[src/rtl/lut_seq_pkg.sv]
// Shared types and constants for the program-table sequencer.
// Latency: n/a (declarations only).
// Backpressure: n/a.
//
// Holds the FSM state encoding, the boundary-decision encoding and the bit
// positions of the 40-bit table entry {duration, ctrl, aux, pattern}.
package lut_seq_pkg;

  typedef enum logic [1:0] {
    ST_IDLE,
    ST_FETCH,
    ST_RUN,
    ST_DONE
  } state_e;

  // Outcome of the load check applied to lut_dout at an entry boundary.
  typedef enum logic [1:0] {
    ACT_NONE,
    ACT_LOAD,
    ACT_TERM,
    ACT_ERR
  } bnd_act_e;

  localparam int ENTRY_W  = 40;
  localparam int DUR_MSB  = 39;
  localparam int DUR_LSB  = 16;
  localparam int CTRL_MSB = 15;
  localparam int CTRL_LSB = 12;
  localparam int AUX_MSB  = 11;
  localparam int AUX_LSB  = 8;
  localparam int PAT_MSB  = 7;
  localparam int PAT_LSB  = 0;

  // Matches the pattern of the table's default (terminator) entry.
  localparam logic [7:0] IDLE_PAT_DEF = 8'h55;

endpackage

[src/rtl/seq_dur_counter.sv]
// Loadable down-counter timing how long the current entry stays on the outputs.
// Latency: load/clear take effect at the next edge; last is combinational from the count.
// Backpressure: none; clr beats load, load beats the decrement.
//
// Ports:
//   clk, rst_n      clock, async active-low reset (count resets to 0)
//   clr             force the count to 0
//   load, load_val  load a new duration
//   en              decrement while the count is non-zero
//   last            high when the count is 1 (final cycle of the entry)
module seq_dur_counter #(
  parameter int unsigned DUR_W = 24
) (
  input  logic             clk,
  input  logic             rst_n,
  input  logic             clr,
  input  logic             load,
  input  logic [DUR_W-1:0] load_val,
  input  logic             en,
  output logic             last
);

  logic [DUR_W-1:0] cnt_q;
  logic [DUR_W-1:0] cnt_d;

  always_comb begin
    cnt_d = cnt_q;
    if (clr) begin
      cnt_d = '0;
    end else if (load) begin
      cnt_d = load_val;
    end else if (en && (cnt_q != '0)) begin
      cnt_d = cnt_q - 1'b1;
    end
  end

  always_ff @(posedge clk or negedge rst_n) begin
    if (!rst_n) begin
      cnt_q <= '0;
    end else begin
      cnt_q <= cnt_d;
    end
  end

  assign last = (cnt_q == DUR_W'(1));

endmodule

[src/rtl/lut_sequencer.sv]
// Walks a combinational program table from BASE_ADDR, holding each entry's fields for `duration` cycles.
// Latency: start at edge 0 -> FETCH in cycle 1 -> first entry on outputs from edge 2; no bubble between entries.
// Backpressure: none; start is ignored while busy, abort returns to IDLE at the next edge and beats start.
//
// Optional feature: define LUT_SEQ_LOOP_EN to add the `loop` input, which restarts the
// program at BASE_ADDR instead of finishing when a terminator is reached.
//
// Ports:
//   clk, rst_n                 clock, async active-low reset
//   start, abort, loop         run request, synchronous stop, restart-at-terminator
//   lut_addr / lut_dout        registered table address / combinational table data
//   lut_vital                  table-valid flag for the addressed entry
//   ctrl_out, aux_out, pat_out held fields of the current entry (idle: 0, 0, IDLE_PAT)
//   busy, done, err            FETCH/RUN flag, completion pulse, sticky error
module lut_sequencer
  import lut_seq_pkg::*;
#(
  parameter int unsigned       ADDR_W    = 20,
  parameter int unsigned       DUR_W     = 24,
  parameter logic [ADDR_W-1:0] BASE_ADDR = ADDR_W'(1),
  parameter logic [7:0]        IDLE_PAT  = IDLE_PAT_DEF
) (
  input  logic               clk,
  input  logic               rst_n,
  input  logic               start,
  input  logic               abort,
`ifdef LUT_SEQ_LOOP_EN
  input  logic               loop,
`endif
  output logic [ADDR_W-1:0]  lut_addr,
  input  logic [ENTRY_W-1:0] lut_dout,
  input  logic               lut_vital,
  output logic [3:0]         ctrl_out,
  output logic [3:0]         aux_out,
  output logic [7:0]         pat_out,
  output logic               busy,
  output logic               done,
  output logic               err
);

  state_e            state_q;
  logic [ADDR_W-1:0] addr_q;
  logic              wrap_q;   // entry at the top address has been loaded
  logic [3:0]        ctrl_q;
  logic [3:0]        aux_q;
  logic [7:0]        pat_q;
  logic              busy_q;
  logic              done_q;
  logic              err_q;

  logic              loop_en;
  logic [DUR_W-1:0]  dur_f;
  logic              cnt_last;
  logic              boundary;
  bnd_act_e          act;

`ifdef LUT_SEQ_LOOP_EN
  assign loop_en = loop;
`else
  assign loop_en = 1'b0;
`endif

  assign dur_f = lut_dout[DUR_MSB:DUR_LSB];

  // lut_dout already reflects the next address during the last RUN cycle,
  // so the load check there gives back-to-back entries.
  assign boundary = (state_q == ST_FETCH) || ((state_q == ST_RUN) && cnt_last);

  always_comb begin
    act = ACT_NONE;
    if (boundary) begin
      if (!lut_vital) begin
        act = ACT_ERR;
      end else if (wrap_q || (dur_f == '0)) begin
        // Past the top address the table is treated as ended rather than wrapping.
        act = ACT_TERM;
      end else begin
        act = ACT_LOAD;
      end
    end
  end

  seq_dur_counter #(
    .DUR_W (DUR_W)
  ) u_dur_cnt (
    .clk      (clk),
    .rst_n    (rst_n),
    .clr      (abort || (act == ACT_TERM) || (act == ACT_ERR)),
    .load     (!abort && (act == ACT_LOAD)),
    .load_val (dur_f),
    .en       (state_q == ST_RUN),
    .last     (cnt_last)
  );

  always_ff @(posedge clk or negedge rst_n) begin
    if (!rst_n) begin
      state_q <= ST_IDLE;
      addr_q  <= '0;
      wrap_q  <= 1'b0;
      ctrl_q  <= '0;
      aux_q   <= '0;
      pat_q   <= IDLE_PAT;
      busy_q  <= 1'b0;
      done_q  <= 1'b0;
      err_q   <= 1'b0;
    end else if (abort) begin
      state_q <= ST_IDLE;
      ctrl_q  <= '0;
      aux_q   <= '0;
      pat_q   <= IDLE_PAT;
      busy_q  <= 1'b0;
      done_q  <= 1'b0;
    end else begin
      done_q <= 1'b0;
      case (state_q)
        ST_IDLE: begin
          if (start) begin
            addr_q  <= BASE_ADDR;
            wrap_q  <= 1'b0;
            err_q   <= 1'b0;
            busy_q  <= 1'b1;
            state_q <= ST_FETCH;
          end
        end
        ST_FETCH, ST_RUN: begin
          case (act)
            ACT_LOAD: begin
              ctrl_q  <= lut_dout[CTRL_MSB:CTRL_LSB];
              aux_q   <= lut_dout[AUX_MSB:AUX_LSB];
              pat_q   <= lut_dout[PAT_MSB:PAT_LSB];
              if (addr_q == '1) begin
                wrap_q <= 1'b1;
              end else begin
                addr_q <= addr_q + 1'b1;
              end
              state_q <= ST_RUN;
            end
            ACT_TERM: begin
              if (wrap_q) begin
                err_q <= 1'b1;
              end
              ctrl_q <= '0;
              aux_q  <= '0;
              pat_q  <= IDLE_PAT;
              if (loop_en) begin
                addr_q  <= BASE_ADDR;
                wrap_q  <= 1'b0;
                state_q <= ST_FETCH;
              end else begin
                busy_q  <= 1'b0;
                done_q  <= 1'b1;
                state_q <= ST_DONE;
              end
            end
            ACT_ERR: begin
              err_q   <= 1'b1;
              ctrl_q  <= '0;
              aux_q   <= '0;
              pat_q   <= IDLE_PAT;
              busy_q  <= 1'b0;
              done_q  <= 1'b1;
              state_q <= ST_DONE;
            end
            default: ;
          endcase
        end
        ST_DONE: state_q <= ST_IDLE;
        default: state_q <= ST_IDLE;
      endcase
    end
  end

  assign lut_addr = addr_q;
  assign ctrl_out = ctrl_q;
  assign aux_out  = aux_q;
  assign pat_out  = pat_q;
  assign busy     = busy_q;
  assign done     = done_q;
  assign err      = err_q;

endmodule

[config.mk]
export PLATFORM = sky130hd
export DESIGN_NAME = lut_sequencer
export DESIGN_NICKNAME = d
export VERILOG_FILES = /design/src/rtl/lut_seq_pkg.sv /design/src/rtl/seq_dur_counter.sv /design/src/rtl/lut_sequencer.sv
export SDC_FILE = /design/constraint.sdc
export NUM_CORES = 1
export LEC_CHECK = 0
export BUFFER_PORTS_ARGS = -buffer_cell sky130_fd_sc_hd__buf_2
export CORE_AREA = 2 2 90 92
export CTS_CLUSTER_SIZE = 25
export DETAILED_ROUTE_END_ITERATION = 7
export DIE_AREA = 0 0 92 94
export PLACE_DENSITY = 0.86
export SYNTH_ARGS = -nofsm -noshare
export SYNTH_HDL_FRONTEND = slang
export SYNTH_HIERARCHICAL = 1
export SYNTH_SLANG_ARGS = --single-unit
export TNS_END_PERCENT = 10
[constraint.sdc]
create_clock -name clk -period 4.1 [get_ports clk]
set_clock_uncertainty 0.1 [all_clocks]
set_input_delay 0.41 -clock clk [delete_from_list [all_inputs] [get_ports clk]]
set_output_delay 0.41 -clock clk [all_outputs]
set_load 0.01 [all_outputs]
After elaboration in Yosys (flattened, before gate mapping):

Index checks and enable logic that the tools add are counted.

* register bits after elaboration: 66
* input port bits: 45
* output and inout bits: 39

* $add $sub $neg: 2
* equal/unequal tests: 17
* mux-type cells: 37
* bitwise logic cells: 1
* reductions and logical operators: 24

Operator list (number)
* $mux W24: 3
* $mux W20: 3
* $pmux W20 S2: 1
* $eq A24 B1 Y1 const B: 1
* $logic_not A24 Y1: 1
* $reduce_bool A24 Y1: 1
* $sub A24 B1 Y24 const B: 1
* $add A20 B1 Y20 const B: 1
* $eq A20 B20 Y1 const B: 1
* $mux W4: 4
* $mux W8: 2
* $pmux W4 S2: 2
* $pmux W8 S2: 1
* $reduce_and A5 Y1: 3
* $ne A3 B3 Y1 const B: 4
* $mux W1: 10
* $mux W2: 5
* $reduce_bool A3 Y1: 3
* $eq A2 B2 Y1 const B: 4
* $ne A2 B2 Y1 const B: 4
* $pmux W1 S2: 4
* $pmux W2 S3: 1
* $eq A2 B1 Y1 const B: 2
* $logic_or A1 B1 Y1: 4
* other kinds (10): 15

Logic depth before layout (Yosys ltp):

Gate-level depths: netlist of the first run.

* depth in word-level cells: 10
* depth in mapped cells: 18
* depth with buffers taken out: 13

Cells and area by module:

Netlist of the first run, hierarchy kept.

By module, submodules not included
* lut_sequencer: times used 1, cells each 235, area an instance 2373.5 um^2
* seq_dur_counter: times used 1, cells each 197, area an instance 1715.4 um^2

Worst setup path before layout of the first run:

OpenSTA, ideal clock, no wires.

* path type: reg-to-reg
* start point: register u_dur_cnt.cnt_q[6]
* end point: register u_dur_cnt.cnt_q[15]
* library setup time: 125 ps
* arrival: 3565 ps
* path slack: 310 ps
* cell stages (with the launch flop): 18
* path buffers: 5
* period minus slack after synthesis: 3790 ps
* cells stage by stage: dfrtp_1 > or4_1 > buf_6 > nor4_4 > nand2_1 > nor4bb_1 > a21oi_2 > nor2_2 > o21ai_1 > buf_6 > buf_4 > nor2_1 > clkbuf_1 > clkbuf_1 > mux2i_1 > a211oi_1 > a41oi_1 > nand2_1

* word-level cells in the longest chain between the ends: 8

RTL lines
* start: declaration: line seq_dur_counter.sv:23 `logic [DUR_W-1:0] cnt_q;`
* start signal: assignment: line seq_dur_counter.sv:41 `cnt_q <= cnt_d;`
* $eq A24 B1 Y1 (*): line seq_dur_counter.sv:45 `assign last = (cnt_q == DUR_W'(1));`
* named net cnt_last: line lut_sequencer.sv:53 `logic cnt_last;`
* $logic_and A1 B1 Y1 (*): line lut_sequencer.sv:67 `assign boundary = (state_q == ST_FETCH) || ((state_q == ST_RUN) && cnt_last);`
* $logic_or A1 B1 Y1 (*): line lut_sequencer.sv:67
* $mux W2 (*): line lut_sequencer.sv:71 `if (boundary) begin`
* $eq A2 B1 Y1 or $eq A2 B2 Y1 (tied branches): line lut_sequencer.sv:89, lut_sequencer.sv:88
* $logic_and A1 B1 Y1 or $logic_or A1 B1 Y1 (tied branches): line lut_sequencer.sv:89, lut_sequencer.sv:88
* $mux W24 or $logic_or A1 B1 Y1 (tied branches): line seq_dur_counter.sv:30, lut_sequencer.sv:88
* $mux W24 or $reduce_bool A3 Y1 (tied branches)

Mark *: on every way through the listed nets, which the timed path passes. The rest lies on a longest branch. The select of a mux whose other input is x is not followed.
A chain may end at the register's enable or synchronous reset.

Final worst setup path of the first run:

* start point: register u_dur_cnt.cnt_q[4]
* end point: register u_dur_cnt.cnt_q[15]

Same word-level chain as after synthesis.

==> results of run 1 <==
[critical path, delay by kind of cell, from the launching register on]
kind | cells | cell delay [ns]
compound gates | 4 | 0.56
flops | 1 | 0.44
mux | 1 | 0.24
simple gates | 7 | 2.03
buf+inv | 1 | 0.36
[cells in the mapped netlist (3+ instances only)]
| library cell | count |
|---|---|
| nand4_1 | 9 |
| nor3_1 | 11 |
| o22a_1 | 4 |
| or4_1 | 12 |
| inv_1 | 16 |
| and4_4 | 3 |
| o31a_1 | 4 |
| buf_4 | 5 |
| and2_1 | 3 |
| buf_2 | 4 |
| ha_1 | 8 |
| buf_6 | 6 |
| mux2i_1 | 7 |
| nand2_1 | 46 |
| o31ai_1 | 7 |
| dfstp_2 | 4 |
| a31oi_1 | 7 |
| a21oi_1 | 20 |
| nor2_1 | 28 |
| clkbuf_1 | 10 |
| nor4_1 | 16 |
| nand3_1 | 17 |
| a32o_1 | 11 |
| dfrtp_1 | 62 |
| o41ai_1 | 5 |
| a22o_1 | 17 |
| or3_1 | 4 |
| a21o_1 | 3 |
| a211oi_1 | 4 |
| o21ai_1 | 16 |
| o21ai_0 | 9 |
[report_power, final]
part | internal [mW] | switching, mW
Sequential | 0.770 | 0.137
Combinational | 0.553 | 0.983
Clock | 0.270 | 0.254
[per-stage QoR]
step	std cells	setup WS [ns]	instance area, sq um	total power [mW]
after global placement	603	0.416	4550	2.37
after CTS	619	0.271	4730	2.92
after global routing	619	0.0313	4750	3.16
after floorplan	432	0.310	4090	2.00
after detailed placement	603	0.311	4550	2.39
final	619	0.258	4750	2.97
[final cells by class]
type                    instances  area share (%)
clock buffers                  15            3.72
flip-flops and latches         66            34.9
clock inverters                 1           0.158
repair buffers                 95            10.7
inverters                      16            1.27
well taps                     102            2.69
multi-input cells             324            46.6
[registers in the layout (all words and copies together) (netlist names), 2 cells and up]
signal	flops
state_q	2
u_dur_cnt/cnt_q	24
aux_out	4
lut_addr	20
ctrl_out	4
pat_out	8
[how the worst min path moves through the flow]
stage	from	to	slack, ns
6_report	rst_n	u_dur_cnt/cnt_q[15]	0.12
5_1_grt	lut_dout[6]	pat_out[6]	0.17
4_1_cts	rst_n	lut_addr[0]	0.15
3_5_place_dp	aux_out[3]	aux_out[3]	0.39
3_3_place_gp	aux_out[3]	aux_out[3]	0.38
2_1_floorplan	rst_n	aux_out[0]	0.01
[cells by family (layout without fill, tap and decap cells)]
family          Yosys count  in the layout  synth area share (%)
compound gates          129            129                  23.6
simple gates            176            176                  25.1
fa+ha+maj                 8              8                  2.45
flops                    66             66                  40.5
buf+inv                  42            127                  5.75
xor+xnor                  4              4                 0.857
mux                       7              7                  1.71
[layer usage]
| metal | track usage (%) | up-vias |
|---|---|---|
| li1 | - | 1823 |
| met1 | 35.3 | 1891 |
| met2 | 45.2 | 204 |
| met3 | 5.54 | 21 |
| met4 | 8.46 | 0 |
| met5 | 0 | - |
==> run metrics, run 1 <==
outcome finished, final reports clean; Peak Freq approximately 0.26 GHz; Seq/Total Area, Yosys 40.5%; top cells by area, synth dfrtp_1 (38%), nand2_1 (4.2%), a22o_1 (3.6%), a32o_1 (2.7%), dfstp_2 (2.6%); routed len/inst 18.3 microns; DRT iter0 DRCs 304; core area 0.00761 sq mm; async set-reset flop share out of synthesis 100%; post-synth net total ~490; Setup crit end kind flop; CTS resizes 0; filler cell count 651; Synth Register Bits 66; Top Metal Used met4; Post-Syn Instances 432; hold crit path type primary input to asynchronous set/reset pin; Leak between 2 and 2.5 nW; Initial Utilization between 50% and 60%; Die ar. ~0.0086 sq mm; top-area cell type share of the netlist area a little under two fifths; Final #Nets 565; Max Slew Vio Count 0; fin crit share 93.7%; Max IR drop VDD around 330 uV; met1 WL 4.63 mm; Worst setup SP type flop; setup bufs post-CTS 0; library cells used by synthesis 72; Sequential Area 0.00166 sq mm; Max Cap Viol 0; critical path's slowest cell or4_1; first-pass GRT wire length 18.5 mm; Worst EP required approximately 4.2 ns; total number of vias 3939; CP Cell Sequence or4_1 > nor4_4 > nand2_1 > nor4bb_1 > a21oi_2 > nor2_2 > o21ai_1 > nor2_2 > buf_4 > mux2i_1 > a211oi_1 > a41oi_1 > nand2_1; number of H-tree levels 3; CTS root buf clkbuf_8; Max-slew headroom 31.1%; Final HPWL DP 7.89 mm; CP max FO 27; r2r setup slk 0.26 ns; most frequent cells in the layout buf_2 (83), dfrtp_1 (62), nand2_1 (46); number of I/O pins 84; critical path class flop to flop; final core area utilization 62.4%; area of the multi-input gates 0.00221 sq mm; Longest Clk Path Bufs 2; Worst R2R Start u_dur_cnt/cnt_q[4]; Clock transition at path regs 0.07 ns; DRC 0; Slew @ Worst Pin slightly above 1 ns; Syn Area/Cell roughly 9.5 sq um; TritonCTS clock tree done; initial antenna violation count 0; pwr dens 625 mW/mm^2; IO buf count 83; Via density 6.36; Worst setup endpoint u_dur_cnt/cnt_q[15]; wire length on met3 972 microns; layout cells sized above 1 26.9%; gr ovfl total 0; Final Setup Violations 0; die width 92 microns; largest area contributor in the netlist dfrtp_1; largest net degree at the start of global routing 43; clock sinks 66; site row count 32; synthesis warning total 6; RSZ-0062 raised after global routing false; FF-to-FF End u_dur_cnt/cnt_q[15]; ys flop type dfrtp_1; GRT Util Overall 27.0%; Worst EP arrival 3.97 ns; most common cell after layout, fill and taps aside buf_2; FF-to-FF path depth 13; Hold Buf Count CTS 0; CP startpoint u_dur_cnt/cnt_q[4]; max incr delay on CP 0.67 ns; area grow syn2layout 16.1%; Pre-Repair DR Iteration Count 7; Post-synth EDFFs 0; final WL about 11 mm; post-route ant nets 0; diode count 0; Period minus WS final approximately 3.8 ns; hold slack final 0.125 ns; met2 routed WL 5.55 mm; Placer Congestion 0.991; Setup TNS 0 ns; vias in the first global route 3743; Die Ht between 90 and 100 microns; CTS buffer count 9; Clock Latency Late Sink around 0.35 ns; Final Hold Viols 0; Synth Cell Area 0.00409 sq mm
(Power assumes the default switching activity.)
==> inputs of run 2 (changes only) <==
Settings changed: CORE_AREA 2 2 90 92 to 2 2 94 96, DIE_AREA 0 0 92 94 to 0 0 96 98, PLACE_DENSITY 0.86 to 0.75.
Clock period 4.1 ns to 3.2 ns, I/O delays scaled along.
==> run 2 against run 1 <==
The flow now finishes with violations (setup timing); critical path depth up 1; global-route usage decreased by 2.7 points; core utilization fell by 0.86 points; combinational power rose by 53%; setup slack got worse by 0.42 ns; hold slack worse by 0.063 ns; maximum frequency increased by 14%; largest cell class unchanged; largest power group unchanged; highest routed layer unchanged.
==> run metrics, run 2 (synthesis results as in run 1) <==
Max-slew headroom 12.1% (-19 points); Period minus WS final 3.36 ns (-0.479 ns); critical path class flop to flop; most frequent cells in the layout buf_2 (83), dfrtp_1 (62), nand2_1 (42); placed cell area 0.00473 sq mm (+4.0%); number of I/O pins 84 (unchanged); CP max FO 8 (-70%); Final Hold Viols 0 (unchanged); diode count 0 (unchanged); final WL 11.7 mm (+3.0%); Max Slew Vio Count 0 (unchanged); failing checks setup timing; total power 4.29 mW (+45%); IO buf count 83 (unchanged); Initial Utilization 48.3% (-5.4 points); Setup WS post-layout -0.163 ns (-0.421 ns); GR peak layer met2; CTS buffer count 9 (unchanged); routed len/inst 17.9 microns (-2.2%); Worst EP arrival 3.48 ns (-0.49 ns); Die Ht 98 microns (+4.3%); Worst setup SP type flop; most common cell after layout, fill and taps aside buf_2; GRT Util Overall 24.3% (-2.7 points); Max Cap Viol 0 (unchanged); Worst EP required 3.32 ns (-0.91 ns); Leak 2.40 nW (+10%); Final #Nets 593 (+5.0%); Die ar. 0.00941 sq mm (+8.8%); met3 Use GR 4.32% (-1.2 points); DRT iter0 DRCs 290 (-4.6%); Placer Congestion 0.962 (-2.9%); Final Setup Violations 18 (+18); Final HPWL DP 7.99 mm (+1.2%); Sequential Area 0.00166 sq mm (unchanged); Slew @ Worst Pin 1.31 ns (+0.278 ns); Peak Freq 0.297 GHz (+14%); area grow syn2layout 27.4%; Setup TNS -0.842 ns (-0.842 ns); site row count 34 (+6.3%); outcome finished with violations; clock sinks 66 (unchanged); RSZ-0062 raised after global routing true; gr ovfl total 0 (unchanged); total number of vias 4066 (+3.2%); largest net degree at the start of global routing 45 (+4.7%); pwr dens 825 mW/mm^2 (+32%); Pre-Repair DR Iteration Count 5 (-2); Clock transition at path regs 0.07 ns (about the same); Max IR drop VDD 295 uV (-12%); hold crit path type primary input to asynchronous set/reset pin; layout cells sized above 1 35.5% (+8.6 points); vias in the first global route 3887 (+3.8%); met1 Track Usage GR 32.6% (-2.7 points); area of the multi-input gates 0.00237 sq mm (+7.2%); post-route ant nets 0 (unchanged); core area 0.00847 sq mm (+11%); Hold Buf Count CTS 0 (unchanged); largest register by flop count u_dur_cnt/cnt_q; GR Util met2 39.0% (-6.2 points); max reg flops 24 (unchanged); filler cell count 682 (+4.8%); fin crit share 105% (+11 points); Longest Clk Path Bufs 2 (unchanged); number of H-tree levels 3 (unchanged); die width 96 microns (+4.3%); final instance area 0.00521 sq mm (+9.8%); CTS root buf clkbuf_8; Setup crit end kind flop; Clock Latency Late Sink 0.34 ns (about the same); first-pass GRT wire length 18.3 mm (-1.4%); DRC 0 (unchanged); TritonCTS clock tree done; initial antenna violation count 0 (unchanged); Via density 6.24 (-2.0%)
run 2: per-layer routing:
layer | vias to the layer above | wire, microns
li1 | 1886 | -
met1 | 1978 | 4930
met2 | 173 | 5680
met3 | 29 | 792
met4 | 0 | 269
met5 | - | 0
run 2: final cells by class:
cell class	count	share of cell area, %
Sequential cell	66	31.8
Multi-Input combinational cell	324	45.5
Clock buffer	13	3.05
Clock inverter	2	1.15
Tap cell	108	2.59
Timing Repair Buffer	123	14.7
Inverter	16	1.23
run 2: critical path, cell delays in order, from the launching register on:
cell and delay (ns):
dfrtp_1 0.38, or4_4 0.55, nor4_4 0.32, nand2_2 0.12, nor4bb_4 0.34, a21oi_2 0.11
nor2_2 0.18, o21ai_4 0.10, nor2_2 0.10, buf_6 0.15, buf_12 0.11, mux2i_1 0.24
a211oi_1 0.10, a41oi_1 0.22, nand2_1 0.10
run 2: report_power, final:
group	switching, mW	internal (mW)
sequential	0.160	0.987
combinational	1.42	0.928
clock	0.318	0.478
run 2: what timing repair did:
item | in CTS | in global routing
setup buffers | 0 | 9
pin swaps | 1 | 23
gates resized for setup | 3 | 36
setup endpoints to repair | 25 | 32
run 2: worst paths after layout:
path,startpoint,endpoint,slack [ns],cells past startpoint
max,u_dur_cnt/cnt_q[11],u_dur_cnt/cnt_q[15],-0.16,14
max in group asynchronous,rst_n,ctrl_out[0],2.15,2
min reg2reg,ctrl_out[3],ctrl_out[3],0.40,1
max reg2reg,u_dur_cnt/cnt_q[11],u_dur_cnt/cnt_q[15],-0.16,14
min in group clk,lut_dout[1],pat_out[1],0.09,2
min,rst_n,u_dur_cnt/cnt_q[18],0.06,1
run 2: through the flow:
| stage | hold WS [ns] | utilization [%] | worst slack, ns | cells |
|---|---|---|---|---|
| 3_3_place_gp | 0.383 | 55.9 | 0.0701 | 628 |
| 6_report | 0.0624 | 61.5 | -0.163 | 652 |
| 3_5_place_dp | 0.390 | 55.9 | -0.0615 | 628 |
| 4_1_cts | 0.0880 | 58.7 | 0.00925 | 643 |
| 2_1_floorplan | -0.0756 | - | -0.198 | 432 |
| 5_1_grt | 0.0906 | 61.5 | -0.263 | 652 |
